**src/rtl/dispatch_demux4.sv**
```systemverilog
// dispatch_demux4: registered 1-to-4 valid/ready demultiplexer with a
// 2-entry FIFO per destination lane, so back-pressure on one lane never
// stalls traffic bound for the others.
//
// Ports:
//   clk, rst_n            clock, asynchronous active-low reset
//   flush                 synchronous flush of every lane
//   in_valid/in_ready     upstream handshake; in_sel picks lane, in_data payload
//   out_valid[3:0]        per-lane head valid
//   out_ready[3:0]        per-lane consumer takes head
//   out_data0..3          per-lane head payload (don't-care when not valid)
//   lane_full[3:0]        per-lane "holds 2 entries" status
module dispatch_demux4 #(
  parameter int unsigned WIDTH = 32
) (
  input  logic             clk,
  input  logic             rst_n,
  input  logic             flush,
  input  logic             in_valid,
  output logic             in_ready,
  input  logic [1:0]       in_sel,
  input  logic [WIDTH-1:0] in_data,
  output logic [3:0]       out_valid,
  input  logic [3:0]       out_ready,
  output logic [WIDTH-1:0] out_data0,
  output logic [WIDTH-1:0] out_data1,
  output logic [WIDTH-1:0] out_data2,
  output logic [WIDTH-1:0] out_data3,
  output logic [3:0]       lane_full
);

  localparam int unsigned LANES = 4;
  localparam int unsigned DEPTH = 2;

  logic [LANES-1:0][1:0] cnt_q, cnt_d;
  logic [LANES-1:0]      rd_ptr_q, rd_ptr_d;
  logic [LANES-1:0]      wr_ptr_q, wr_ptr_d;
  logic [LANES-1:0]      push_v, pop_v;
  logic                  push;

  // Payload storage; deliberately not reset, only occupancy state is.
  logic [WIDTH-1:0] mem_q [LANES][DEPTH];

  // Acceptance depends only on registered occupancy, in_sel and flush.
  always_comb begin
    in_ready = !flush && (cnt_q[in_sel] != 2'd2);
    push     = in_valid && in_ready;
  end

  // Per-lane status derived from registered counts.
  always_comb begin
    for (int i = 0; i < int'(LANES); i++) begin
      out_valid[i] = (cnt_q[i] != 2'd0);
      lane_full[i] = (cnt_q[i] == 2'd2);
    end
  end

  always_comb begin
    out_data0 = mem_q[0][rd_ptr_q[0]];
    out_data1 = mem_q[1][rd_ptr_q[1]];
    out_data2 = mem_q[2][rd_ptr_q[2]];
    out_data3 = mem_q[3][rd_ptr_q[3]];
  end

  // Next occupancy and pointers; flush overrides any push or pop.
  always_comb begin
    cnt_d    = cnt_q;
    rd_ptr_d = rd_ptr_q;
    wr_ptr_d = wr_ptr_q;
    push_v   = '0;
    pop_v    = '0;
    if (flush) begin
      cnt_d    = '0;
      rd_ptr_d = '0;
      wr_ptr_d = '0;
    end else begin
      for (int i = 0; i < int'(LANES); i++) begin
        push_v[i] = push && (in_sel == 2'(i));
        pop_v[i]  = out_valid[i] && out_ready[i];
        if (push_v[i]) wr_ptr_d[i] = ~wr_ptr_q[i];
        if (pop_v[i])  rd_ptr_d[i] = ~rd_ptr_q[i];
        case ({push_v[i], pop_v[i]})
          2'b10:   cnt_d[i] = cnt_q[i] + 2'd1;
          2'b01:   cnt_d[i] = cnt_q[i] - 2'd1;
          default: cnt_d[i] = cnt_q[i];
        endcase
      end
    end
  end

  always_ff @(posedge clk or negedge rst_n) begin
    if (!rst_n) begin
      cnt_q    <= '0;
      rd_ptr_q <= '0;
      wr_ptr_q <= '0;
    end else begin
      cnt_q    <= cnt_d;
      rd_ptr_q <= rd_ptr_d;
      wr_ptr_q <= wr_ptr_d;
    end
  end

  // Write the accepted payload into the selected lane's tail slot.
  always_ff @(posedge clk) begin
    if (push) mem_q[in_sel][wr_ptr_q[in_sel]] <= in_data;
  end

endmodule

```
**config.mk**
```make
export PLATFORM = sky130hd
export DESIGN_NAME = dispatch_demux4
export DESIGN_NICKNAME = d
export VERILOG_FILES = /design/src/rtl/dispatch_demux4.sv
export SDC_FILE = /design/constraint.sdc
export NUM_CORES = 1
export LEC_CHECK = 0
export ABC_AREA = 1
export CAP_MARGIN = 20
export CELL_PAD_IN_SITES_DETAIL_PLACEMENT = 1
export CELL_PAD_IN_SITES_GLOBAL_PLACEMENT = 1
export CORE_MARGIN = 3
export CORE_UTILIZATION = 40
export CTS_CLUSTER_DIAMETER = 100
export DETAILED_ROUTE_END_ITERATION = 6
export HOLD_SLACK_MARGIN = 0.12
export MAX_ROUTING_LAYER = met4
export PLACE_DENSITY_LB_ADDON = 0.1
export SETUP_SLACK_MARGIN = 0.4
export SKIP_CTS_REPAIR_TIMING = 1
export SYNTH_ARGS = -nofsm -noshare
export SYNTH_HDL_FRONTEND = slang
export SYNTH_SLANG_ARGS = --single-unit
export TNS_END_PERCENT = 100
```
**constraint.sdc**
```tcl
create_clock -name clk -period 4 [get_ports clk]
set_input_delay 0.8 -clock clk [delete_from_list [all_inputs] [get_ports clk]]
set_output_delay 0.8 -clock clk [all_outputs]
set_load 0.02 [all_outputs]
```
==> qor.csv <==
stage,metric,value,unit
job,max-cap violations,0,
worst_setup_path,critical path's slowest cell,sky130_fd_sc_hd__clkdlybuf4s50_1,
worst_setup_path,type of destination of the critical path,output port,
power_and_ir_drop,total power after layout,0.00774,W
worst_setup_path,R2R depth,9,
power_and_ir_drop,IR Drop Worst-Case VDD,0.338,mV
timing,Final Hold Vio Count,0,
synth,post-synthesis average cell area,12.4,µm²
power_and_ir_drop,part of the power in combinational logic,0.234,
floorplanning,number of placed I/O pins,179,
floorplanning,starting utilization of the core area,0.410,
power_and_ir_drop,share of total power in the clock network,0.349,
floorplanning,die boundary width,167,µm
global_routing,vias in the first global route,7483,
routing,First DRT Iteration DRCs,374,
clock_tree,Skew-Pair Late Insertion Delay,540,ps
place,routability congestion estimate from global placement,0.807,
global_routing,Tot GR Track Use,0.207,
clock_tree,clock tree from TritonCTS,done,
place,placed standard-cell area,0.0128,mm²
cells_and_area,footprint of the multi-input gates,0.00214,mm²
worst_setup_path,delay of the slowest cell on the worst path,680,ps
global_routing,largest net degree at the start of global routing,33,
synth,area fraction of the dominant cell type after synthesis,0.738,
timing,Total Negative Setup Slacks,0,ps
clock_tree,CTS Buffer Depth,3,
place,Port Buffer Count,178,
power_and_ir_drop,Net Sw Frac,0.288,
power_and_ir_drop,power density cells,563,mW/mm²
power_and_ir_drop,share of total power in sequential cells,0.417,
synth,leading cell types by total area after synthesis,"sky130_fd_sc_hd__edfxtp_1, sky130_fd_sc_hd__nand2_1, sky130_fd_sc_hd__dfrtp_1",
place,HPWL reported at the end of detailed placement,17800,µm
timing,RSZ-0062 raised after global routing,no,
worst_hold_path,Hold Crit Class,reg2reg,
worst_hold_path,number of cells traversed by the worst hold path,2,
power_and_ir_drop,internal power,0.00551,W
worst_setup_path,worst path arrival time,2650,ps
synth,Syn Inst Count,842,
synth,register bit total from synthesis,272,
timing,transition time at the pin with the least slew margin,791,ps
outcome,run status,completed,
timing,number of max-slew violations in the final report,0,
routing,drt first pass iters,4,
clock_tree,total clock buffers created by CTS,29,
cells_and_area,most frequent standard cell in the layout excluding fill and tap cells,sky130_fd_sc_hd__nand2_1,
global_routing,wire length of the first global-routing pass,43600,µm
worst_setup_path,ordered cell list for the critical path,clkdlybuf4s50_1 > inv_2 > nand2_1 > nand2_1 > nand2_1 > nand2_1 > a21oi_1 > clkdlybuf4s50_1,
floorplanning,Core Region,0.0254,mm²
timing,final worst hold slack,589,ps
cells_and_area,net count reported at finish,1085,
worst_setup_path,number of buffer and inverter stages on the critical path,3,
worst_setup_path,critical path start-end classification,in2out,
timing,Tmin final,3450,ps
worst_setup_path,largest fanout on the critical path,8,
cells_and_area,area of all placed cells without fillers,0.0138,mm²
routing,wire length per cell after detailed routing,20.2,µm
cells_and_area,most used cells in the layout excluding fill and tap cells,"sky130_fd_sc_hd__nand2_1, sky130_fd_sc_hd__edfxtp_1, sky130_fd_sc_hd__clkdlybuf4s50_1",
timing,"crit path setup slack, layout",553,ps
floorplanning,Die Y,167,µm
cells_and_area,count of fill cells added during filler insertion,2591,
synth,number of distinct library cells after synthesis,22,
synth,Synth Cell Area,0.0104,mm²
worst_setup_path,family with the most delay on the worst path,buffers and inverters,
timing,setup skew after layout,20.0,ps
timing,final cycle utilization of the critical path,0.862,
routing,post-detailed-route count of antenna-violating nets,0,
floorplanning,area of the die,0.0280,mm²
timing,setup violators final,0,
power_and_ir_drop,standby leakage power,5.33,nW
global_routing,antenna violations before repair,1,
routing,routed via count divided by cell count,4.91,
worst_setup_path,endpoint required time on the critical path,3200,ps
synth,number of synthesis warnings,0,
worst_setup_path,Worst path depth,8,
synth,largest area contributor in the netlist,sky130_fd_sc_hd__edfxtp_1,
clock_tree,CTS sink cnt,272,
clock_tree,H-tree Lvls,1,
power_and_ir_drop,Switch Pwr,0.00223,W
place,Placement Setup Slack,527,ps
routing,final WL,28200,µm
cells_and_area,area taken by flip-flops and latches,0.00809,mm²
cells_and_area,Layout Area Growth over Synthesis,32.0,%
synth,synthesized netlist net count,884,
routing,vias after detailed routing,6853,
timing,maximum clock rate,0.290,GHz
cells_and_area,fraction of layout instances using a drive strength above 1,0.0911,
worst_setup_path,most prevalent standard cell on the critical path,sky130_fd_sc_hd__nand2_1,
synth,post-synthesis sequential area ratio,0.776,
global_routing,sum of overflow across all layers after global routing,0,
routing,DRC Markers,0,
timing,Slew headroom,0.471,
worst_setup_path,element type at the critical path start,input port,
clock_tree,Clock transition at path regs,60,ps
clock_tree,clk root buf,sky130_fd_sc_hd__clkbuf_16,
floorplanning,Site Rows,58,
==> synthesized netlist by cell type, drive strengths merged <==
master / count
inv: 23
nand2: 432
clkbuf: 28
edfxtp: 256
o21ai: 8
nand3: 20
nor3: 4
a22oi: 1
dfrtp: 16
nand4: 12
a21oi: 5
a31o: 1
clkinv: 4
nor2: 28
buf: 4
==> through the flow <==
| stage | cells | util |
|---|---|---|
| after floorplan | 842 | - |
| after global placement | 1341 | 0.502 |
| after detailed placement | 1341 | 0.502 |
| after CTS | 1394 | 0.540 |
| after global routing | 1396 | 0.542 |
| final | 1396 | 0.542 |
==> tightest hold or removal path, delay by kind of cell (launching register included) <==
kind | cells | cell delay (ps)
and+or+nand+nor | 2 | 150
DFF | 1 | 410
==> kinds of logic (layout without fill, tap and decap cells) <==
family,after synthesis,after routing,share of synthesized area
other,0,1,0
and+or+nand+nor,496,496,0.191
buffers and inverters,59,282,0.0238
DFF,272,272,0.776
AOI/OAI and AO/OA,15,15,0.00865
==> worst paths after layout <==
check | from | end | slack, ps
worst min register to register | cnt_q[6] | cnt_q[6] | 590
worst min-delay path | cnt_q[6] | cnt_q[6] | 590
worst max register to register | cnt_q[5] | mem_q[2][30] | 1870
worst max-delay path | in_sel[0] | in_ready | 550
min in group asynchronous | rst_n | cnt_q[2] | 740
max in group asynchronous | rst_n | rd_ptr_q[2] | 2710
==> state kept, by name, summed over array words and instances, names as in the netlist <==
register and flops:
mem_q 256, wr_ptr_q 4, rd_ptr_q 4, cnt_q 8
==> cell type report <==
cell class | instances | area share
sequential | 272 | 0.588
multi-input combinational | 511 | 0.156
timing repair buffer | 202 | 0.148
clock buffer | 37 | 0.0571
tap | 330 | 0.0300
clock inverter | 16 | 0.0133
inverter | 27 | 0.00764
antenna | 1 | 0.000182
==> power by group through the flow <==
stage                     Clock (W)  Sequential (W)  Combinational (W)
after floorplan                   0         0.00327           0.000917
after global placement            0         0.00329            0.00180
after detailed placement          0         0.00329            0.00182
after CTS                   0.00276         0.00323            0.00184
after global routing        0.00286         0.00324            0.00197
final                       0.00270         0.00323            0.00181
==> per-layer routing <==
metal	vias up	share of wire	global-route usage
met5	-	0	-
met1	3376	0.42	0.273
met2	203	0.49	0.346
met3	40	0.060	0.0283
li1	3234	-	-
met4	0	0.022	0.0484
Note: power is estimated with default switching activity, not from simulation.
